`config.mk`:
```
export PLATFORM = sky130hd
export DESIGN_NAME = tawas_div_sched
export DESIGN_NICKNAME = d
export VERILOG_FILES = /design/src/rtl/tawas_div_sched.sv
export SDC_FILE = /design/constraint.sdc
export NUM_CORES = 2
export LEC_CHECK = 0
export ABC_AREA = 1
export CAP_MARGIN = 20
export CORE_ASPECT_RATIO = 0.5
export CORE_MARGIN = 2
export CORE_UTILIZATION = 35
export DETAILED_ROUTE_END_ITERATION = 8
export HOLD_SLACK_MARGIN = 0.05
export PLACE_DENSITY = 0.56
export SLEW_MARGIN = 40
export SYNTH_ARGS = -nofsm -noshare
export SYNTH_HDL_FRONTEND = slang
export SYNTH_SLANG_ARGS = --single-unit
```
`constraint.sdc`:
```
create_clock -name clk -period 22.6 [get_ports clk]
set_clock_uncertainty 0.05 [all_clocks]
set_input_delay 4.52 -clock clk [delete_from_list [all_inputs] [get_ports clk]]
set_output_delay 4.52 -clock clk [all_outputs]
set_load 0.1 [all_outputs]
```
`src/rtl/tawas_div_sched.sv`:
```
// tawas_div_sched: round-robin scheduler and shared radix-2^k restoring divider
// for the four Tawas threads; results wait in per-thread slots for their slice.
module tawas_div_sched #(
    parameter int BITS_PER_CYCLE = 1
) (
    input  logic        clk,
    input  logic        rst,
    input  logic [1:0]  slice_i,
    input  logic        req_vld_i,
    input  logic [1:0]  req_op_i,
    input  logic [2:0]  req_rd_i,
    input  logic [31:0] req_a_i,
    input  logic [31:0] req_b_i,
    input  logic        flush_i,
    output logic [3:0]  busy_o,
    output logic        req_drop_o,
    output logic        rc_vld_o,
    output logic [1:0]  rc_thread_o,
    output logic [2:0]  rc_sel_o,
    output logic [31:0] rc_o,
    output logic        rc_dz_o,
    output logic        rc_ovf_o
);
    localparam int ITERS = 32 / BITS_PER_CYCLE;
    typedef enum logic [1:0] {S_IDLE, S_PEND, S_RUN, S_DONE} slot_e;
    typedef enum logic [1:0] {E_IDLE, E_RUN, E_FIX} eng_e;

    slot_e       slot_q [4];
    logic [1:0]  op_q [4];
    logic [2:0]  rd_q [4];
    logic [31:0] a_q [4];
    logic [31:0] b_q [4];
    logic [31:0] res_q [4];
    logic [3:0]  dz_q, ovf_q;
    eng_e        eng_q;
    logic [1:0]  rr_q, own_q, eop_q;
    logic [5:0]  cnt_q;
    logic [31:0] q_q, d_q;
    logic [32:0] r_q;
    logic        sa_q, sb_q, edz_q, eovf_q;

    logic [3:0]  pend;
    logic        gnt_vld, dlv, acc, abort, g_sgn, g_dz, g_ovf;
    logic [1:0]  gnt_t;
    logic [31:0] g_a, g_b, q_d, qf, rf;
    logic [32:0] r_d;

    assign dlv   = slot_q[slice_i] == S_DONE && !flush_i;
    assign acc   = req_vld_i && !flush_i && (slot_q[slice_i] == S_IDLE || dlv);
    assign abort = flush_i && slice_i == own_q && eng_q != E_IDLE;
    assign qf    = (sa_q ^ sb_q) ? -q_q : q_q;
    assign rf    = sa_q ? -r_q[31:0] : r_q[31:0];

    always_comb begin
        for (int t = 0; t < 4; t++) begin
            pend[t]   = slot_q[t] == S_PEND && !(flush_i && slice_i == 2'(t));
            busy_o[t] = slot_q[t] != S_IDLE;
        end
        // Descending scan so rr+1 overrides: priority rr+1, rr+2, rr+3, rr.
        gnt_t = rr_q;
        for (int i = 4; i >= 1; i--)
            if (pend[rr_q + 2'(i)]) gnt_t = rr_q + 2'(i);
        gnt_vld = eng_q == E_IDLE && |pend;
        g_a   = a_q[gnt_t];
        g_b   = b_q[gnt_t];
        g_sgn = op_q[gnt_t][0];
        g_dz  = g_b == 32'd0;
        g_ovf = g_sgn && g_a == 32'h8000_0000 && g_b == 32'hFFFF_FFFF;
        q_d = q_q;
        r_d = r_q;
        for (int k = 0; k < BITS_PER_CYCLE; k++) begin
            r_d = {r_d[31:0], q_d[31]};
            q_d = {q_d[30:0], 1'b0};
            if (r_d >= {1'b0, d_q}) begin
                r_d     = r_d - {1'b0, d_q};
                q_d[0]  = 1'b1;
            end
        end
    end

    always_ff @(posedge clk or posedge rst) begin
        if (rst) begin
            for (int t = 0; t < 4; t++) begin
                slot_q[t] <= S_IDLE;
                op_q[t]   <= '0;
                rd_q[t]   <= '0;
                a_q[t]    <= '0;
                b_q[t]    <= '0;
                res_q[t]  <= '0;
            end
            dz_q        <= '0;
            ovf_q       <= '0;
            eng_q       <= E_IDLE;
            rr_q        <= '0;
            own_q       <= '0;
            eop_q       <= '0;
            cnt_q       <= '0;
            q_q         <= '0;
            d_q         <= '0;
            r_q         <= '0;
            sa_q        <= 1'b0;
            sb_q        <= 1'b0;
            edz_q       <= 1'b0;
            eovf_q      <= 1'b0;
            req_drop_o  <= 1'b0;
            rc_vld_o    <= 1'b0;
            rc_thread_o <= '0;
            rc_sel_o    <= '0;
            rc_o        <= '0;
            rc_dz_o     <= 1'b0;
            rc_ovf_o    <= 1'b0;
        end else begin
            req_drop_o <= req_vld_i && !flush_i && !acc;
            rc_vld_o   <= dlv;
            if (dlv) begin
                rc_thread_o     <= slice_i;
                rc_sel_o        <= rd_q[slice_i];
                rc_o            <= res_q[slice_i];
                rc_dz_o         <= dz_q[slice_i];
                rc_ovf_o        <= ovf_q[slice_i];
                slot_q[slice_i] <= S_IDLE;
            end
            if (acc) begin
                slot_q[slice_i] <= S_PEND;
                op_q[slice_i]   <= req_op_i;
                rd_q[slice_i]   <= req_rd_i;
                a_q[slice_i]    <= req_a_i;
                b_q[slice_i]    <= req_b_i;
            end
            if (flush_i) slot_q[slice_i] <= S_IDLE;
            if (eng_q == E_IDLE) begin
                if (gnt_vld) begin
                    rr_q          <= gnt_t;
                    own_q         <= gnt_t;
                    slot_q[gnt_t] <= S_RUN;
                    eop_q         <= op_q[gnt_t];
                    edz_q         <= g_dz;
                    eovf_q        <= g_ovf;
                    cnt_q         <= 6'(ITERS);
                    // Special cases preload the final q/r unsigned so FIXUP passes them through.
                    if (g_dz || g_ovf) begin
                        q_q   <= g_dz ? 32'hFFFF_FFFF : 32'h8000_0000;
                        r_q   <= g_dz ? {1'b0, g_a} : 33'd0;
                        sa_q  <= 1'b0;
                        sb_q  <= 1'b0;
                        eng_q <= E_FIX;
                    end else begin
                        q_q   <= (g_sgn && g_a[31]) ? -g_a : g_a;
                        d_q   <= (g_sgn && g_b[31]) ? -g_b : g_b;
                        r_q   <= '0;
                        sa_q  <= g_sgn && g_a[31];
                        sb_q  <= g_sgn && g_b[31];
                        eng_q <= E_RUN;
                    end
                end
            end else if (abort) begin
                eng_q <= E_IDLE;
            end else if (eng_q == E_RUN) begin
                q_q   <= q_d;
                r_q   <= r_d;
                cnt_q <= cnt_q - 6'd1;
                if (cnt_q == 6'd1) eng_q <= E_FIX;
            end else begin
                res_q[own_q]  <= eop_q[1] ? rf : qf;
                dz_q[own_q]   <= edz_q;
                ovf_q[own_q]  <= eovf_q;
                slot_q[own_q] <= S_DONE;
                eng_q         <= E_IDLE;
            end
        end
    end
endmodule

```
# Yosys cells after proc, flatten, opt, wreduce, memory -nomap -nowiden
# Index checks and enable logic that the tools add are counted.
totals:
  input_bits: 75
  latchBits: 0
  ff_bits: 573
  romBits: 0
  elab_cells: 237
  mem_bits_rw: 0
  mem_count: 0
classes:
  reduce_logical: 47
  shift: 0
  bitwise_logic: 18
  n_lt_le_gt_ge: 13
  div: 0
  multipliers: 0
  muxes: 90
  n_addsub: 9
  n_eq_ne: 16
op_table:
  columns: ["cell", "n"]
  rows:
  - ["$mux W32", 25]
  - ["$bwmux W128", 3]
  - ["$bmux W32 S2", 3]
  - ["$demux W32 S2", 2]
  - ["$neg A32 Y32", 4]
  - ["$eq A32 B32 Y1 const B", 2]
  - ["$mux W8", 7]
  - ["$ge A33 B32 Y1", 1]
  - ["$logic_not A32 Y1", 1]
  - ["$mux W2", 16]
  - ["$sub A32 B32 Y32", 1]
  - ["$mux W31", 1]
  - ["$mux W6", 4]
  - ["$logic_and A1 B1 Y1", 23]
  - ["$and A8 B8 Y8", 2]
  - ["$lt A2 B3 Y1 const B", 5]
  - ["$bwmux W12", 1]
  - ["$demux W2 S2", 3]
  - ["$eq A2 B1 Y1 const B", 6]
  - ["$reduce_bool A2 Y1", 6]
  - ["$bmux W1 S2", 5]
  - ["$ge A3 B3 Y1 const B", 3]
  - ["$lt A3 B1 Y1 const B", 3]
  - ["$mux W1", 9]
  - ["31 further kinds", 57]

# Logic depth before layout (Yosys ltp)
logic_depth:
  ltp_word: 20
  ltp_mapped: 31

# Worst setup path before layout
# No wires, ideal clock.
synth_timing:
  path_kind: "input port to flip-flop"
  from: "in slice_i[0]"
  to: "reg d_q[12]"
  path_slack_ns: 15.052
  path_buffers: 4
  arrival_time_ns: 7.375
  required_ns: 22.427
  cell_stages: 25
  setup_ns: 0.123
  cell_sequence: "buf_6 nor2_8 nand2_2 nand3_1 nand3_1 nand2_1 inv_1 nand2_2 nand3_2 nand2_4 buf_6 nor2_2 buf_2 nand2_1 nand2_1 nor2_1 ha_1 nand3_1 nor2_1 nand3_1 nor3_1 nand3_1 nand3_4 buf_4 o21ai_1"
synth_via:
  elab_chain_cells: 19
  word_cells_on_any_way: 48
  cone_classes: "add/sub (1); eq/ne (5); mux (19); bitwise (2); reduce/logical (21)"
synth_lines:
  columns: ["item", "line_no", "rtl"]
  rows:
  - ["from (decl)", "8", "input logic [1:0] slice_i,"]
  - ["branches (longest 19 deep; another with $bmux W32 S2)", null, null]
  - ["to (signal assigned)", "149", "d_q <= (g_sgn && g_b[31]) ? -g_b : g_b;"]
  - ["to (decl)", "38", "logic [31:0] q_q, d_q;"]
# Parallel ways; which one is timed is not known. The select of a mux whose other input is x is not followed.
# A chain may end at the register's enable or synchronous reset.

# Final worst setup path
layout_timing:
  from: "in slice_i[1]"
  to: "reg d_q[28]"
# Same word-level chain as after synthesis.

==> results by group <==
Status
  • Status: finished clean

Worst hold path
  • Hold Crit Depth: 2
  • HP Class: flip-flop to flip-flop

Logic synthesis
  • Avg Cell Area, Syn: 7.17 um2
  • Cells after synthesis: 4517
  • Ys async rst share: 1.00
  • Most frequent cell after synthesis: nand2_1
  • Synth area leaders: dfrtp_1, nand2_1, o21ai_0
  • Ys flop type: dfrtp_1
  • Cell area after synthesis: 32400 um2
  • Simple-gate share of the synthesized area: 0.299
  • Yosys top cell area share: 0.442
  • Post-synthesis mux area share: 0
  • Synth cell types: 53
  • EDFF count, synth: 0
  • Compound-cell area share of the yosys netlist: 0.148
  • Post-synth top cells: nand2_1, dfrtp_1, o21ai_0, inv_1, nor2_1
  • Yosys warning count: 0
  • Post-Synth XOR/XNOR Area: 0.0168
  • Largest family of logic cells by synthesized area: simple AND/OR/NAND/NOR gates
  • Post-Synth Adder-Cell Area: 0.0172
  • Seq/Total Area, Yosys: 0.442
  • Post-Syn Nets: 4636
  • Synth Register Bits: 572
  • Cell taking the most area after synthesis: dfrtp_1

Clock network
  • H-Tree Depth: 2
  • CTS tree: built
  • Clock-pin slew on the worst setup and hold paths: 0.06 ns
  • Root buf cell: clkbuf_16
  • Post-CTS Setup Repair Bufs: 0
  • PostCTS Resize Cnt: 0
  • CTS max path bufs: 3
  • TritonCTS Buffers: 57
  • Hold Buf Count CTS: 0
  • Clock tree sinks: 572
  • Clock latency on the worst-skew pair: 0.65 ns

STA
  • Fin crit share: 0.468
  • Final min period: 10.57 ns
  • Slew HR: 0.397
  • Hold Vio Cnt, Final: 0
  • RSZ-0062 raised after global routing: no
  • Count of final setup violators: 0
  • Final Max Tran Viols: 0
  • Slew @ Worst Pin: 0.901 ns
  • Fmax: 94.6 MHz
  • Setup tns final: 0 ns

Routing
  • DR iter-0 viols: 3101
  • Vias per cell: 5.16
  • Vias: 29900
  • Post-route ant nets: 0
  • Router iterations before antenna repair: 6
  • Post-DR wirelength/cell: 19.4 um
  • DRC errors left: 0
  • Final wirelength: 112000 um

Place
  • I/O Buffers: 119
  • RePlAce Congestion: 0.997
  • HPWL after detailed placement: 79600 um

Floorplanning
  • Chip Width: 434 um
  • Die area: 95100 um2
  • Initial Util: 0.355
  • IO Count: 120
  • Die Height: 219 um
  • Row cnt: 78
  • Core area: 91200 um2

Global route
  • Global-route wire length before repair: 173000 um
  • GR Util All Layers: 0.235
  • Grt total ovfl: 0
  • Largest net degree at the start of global routing: 103
  • Initial antenna violation count: 4
  • Vias in the first global route: 28100

Worst setup path
  • Setup crit start kind: primary input
  • CP Class: primary input to flip-flop
  • Worst-case reg-to-reg path depth: 25
  • Critical Path Fanout Max: 69
  • Critical path arrival: 11.06 ns
  • Critical Path RT: 23.09 ns
  • CP Capture Type: flip-flop

Layout
  • Area of the multi-input gates: 15700 um2
  • Synthesis-to-layout area growth: 12.2%
  • Fill cell count: 9558
  • Final #Nets: 4633
  • Register area: 14300 um2
  • Share of cells above drive strength 1: 0.0717

Run
  • MaxCap Viol Count: 0
==> through the flow <==
stage | hold WS [ns] | instances | instance area, um2 | setup slack (ns) | util
after floorplan | 0.394 | 4517 | 32400 | 2.03 | -
after global placement | 0.411 | 5694 | 34400 | 11.25 | 0.378
after detailed placement | 0.415 | 5694 | 34300 | 11.06 | 0.376
after CTS | 0.433 | 5797 | 36300 | 11.75 | 0.398
after global routing | 0.448 | 5798 | 36300 | 11.49 | 0.399
final | 0.429 | 5799 | 36300 | 12.03 | 0.399
==> flip-flops by register name, indices dropped and copies added, names as in the netlist, 2 cells and up <==
signal / count
a_q: 128
b_q: 128
res_q: 128
d_q: 32
q_q: 32
r_q: 32
rc_o: 32
rd_q: 12
op_q: 8
slot_q: 8
cnt_q: 6
dz_q: 4
ovf_q: 4
rc_sel_o: 3
eng_q: 2
own_q: 2
rc_thread_o: 2
==> cell usage in the layout (no fill, tap or decap), types with 15 or more instances in the layout <==
cell and n:
a21oi_1 167, a22oi_1 39, buf_2 45, buf_4 36
clkbuf_16 58, clkbuf_8 17, clkdlybuf4s50_1 74, dfrtp_1 572
ha_1 43, inv_1 353, inv_2 15, nand2_1 1702
nand2_2 28, nand3_1 198, nand4_1 38, nor2_1 244
nor2_2 22, nor3_1 55, nor3_2 20, o21a_1 29
o21ai_0 555, o21ai_1 31, xnor2_1 23, xor2_1 39
==> critical path, stage by stage <==
cell and delay, ns:
clkdlybuf4s50_1 0.71, nor2_8 0.74, nand2_2 0.18, nand3_1 0.14
nand2_1 0.08, nand2_1 0.09, nand2_1 0.07, clkinv_2 0.07
nand3_2 0.48, nand2_8 0.65, buf_4 0.67, nor2_2 0.18
nand2_1 0.11, nand2_1 0.05, nor2_1 0.23, ha_1 0.31
nand3_1 0.12, nor2_1 0.13, nand3_1 0.13, nor3_1 0.21
nand3_1 0.21, nand3_4 0.40, buf_12 0.27, inv_1 0.11
nand2_1 0.07, nand2_1 0.05
==> cell families (layout without fill, tap and decap cells) <==
group	after synthesis	count (layout)
AOI/OAI and AO/OA	887	887
buffers and inverters	603	644
xor gates and xnor gates	62	62
and+or+nand+nor	2349	2349
DFF	572	572
other	0	1
adders and majority gates	44	44
==> worst paths after layout <==
path | slack, ns | from | to
min | 0.43 | res_q[55] | res_q[55]
max | 12.03 | slice_i[1] | d_q[28]
min in group asynchronous | 4.32 | rst | res_q[18]
min reg2reg | 0.43 | res_q[55] | res_q[55]
max reg2reg | 16.30 | own_q[0] | d_q[28]
max in group asynchronous | 15.59 | rst | op_q[4]
==> routing by layer <==
layer | wire [um] | vias to the layer above | part of all wire | track usage
met5 | 48 | - | 0.00043 | 0
met4 | 1940 | 6 | 0.017 | 0.0473
met3 | 9400 | 124 | 0.084 | 0.0556
met2 | 46000 | 984 | 0.41 | 0.335
met1 | 54800 | 14300 | 0.49 | 0.358
li1 | - | 14500 | - | -
==> area by class of cell <==
class / instances / area share
diodes: 1 / 0.0000688
clock buffers: 82 / 0.0471
clock inverters: 21 / 0.00819
inverters: 374 / 0.0389
multi-input cells: 3342 / 0.431
flip-flops and latches: 572 / 0.394
well taps: 1240 / 0.0427
repair buffers: 167 / 0.0380
Power is not shown: default switching activity piles up to over one toggle a cycle in this logic, so the estimate is an artifact.
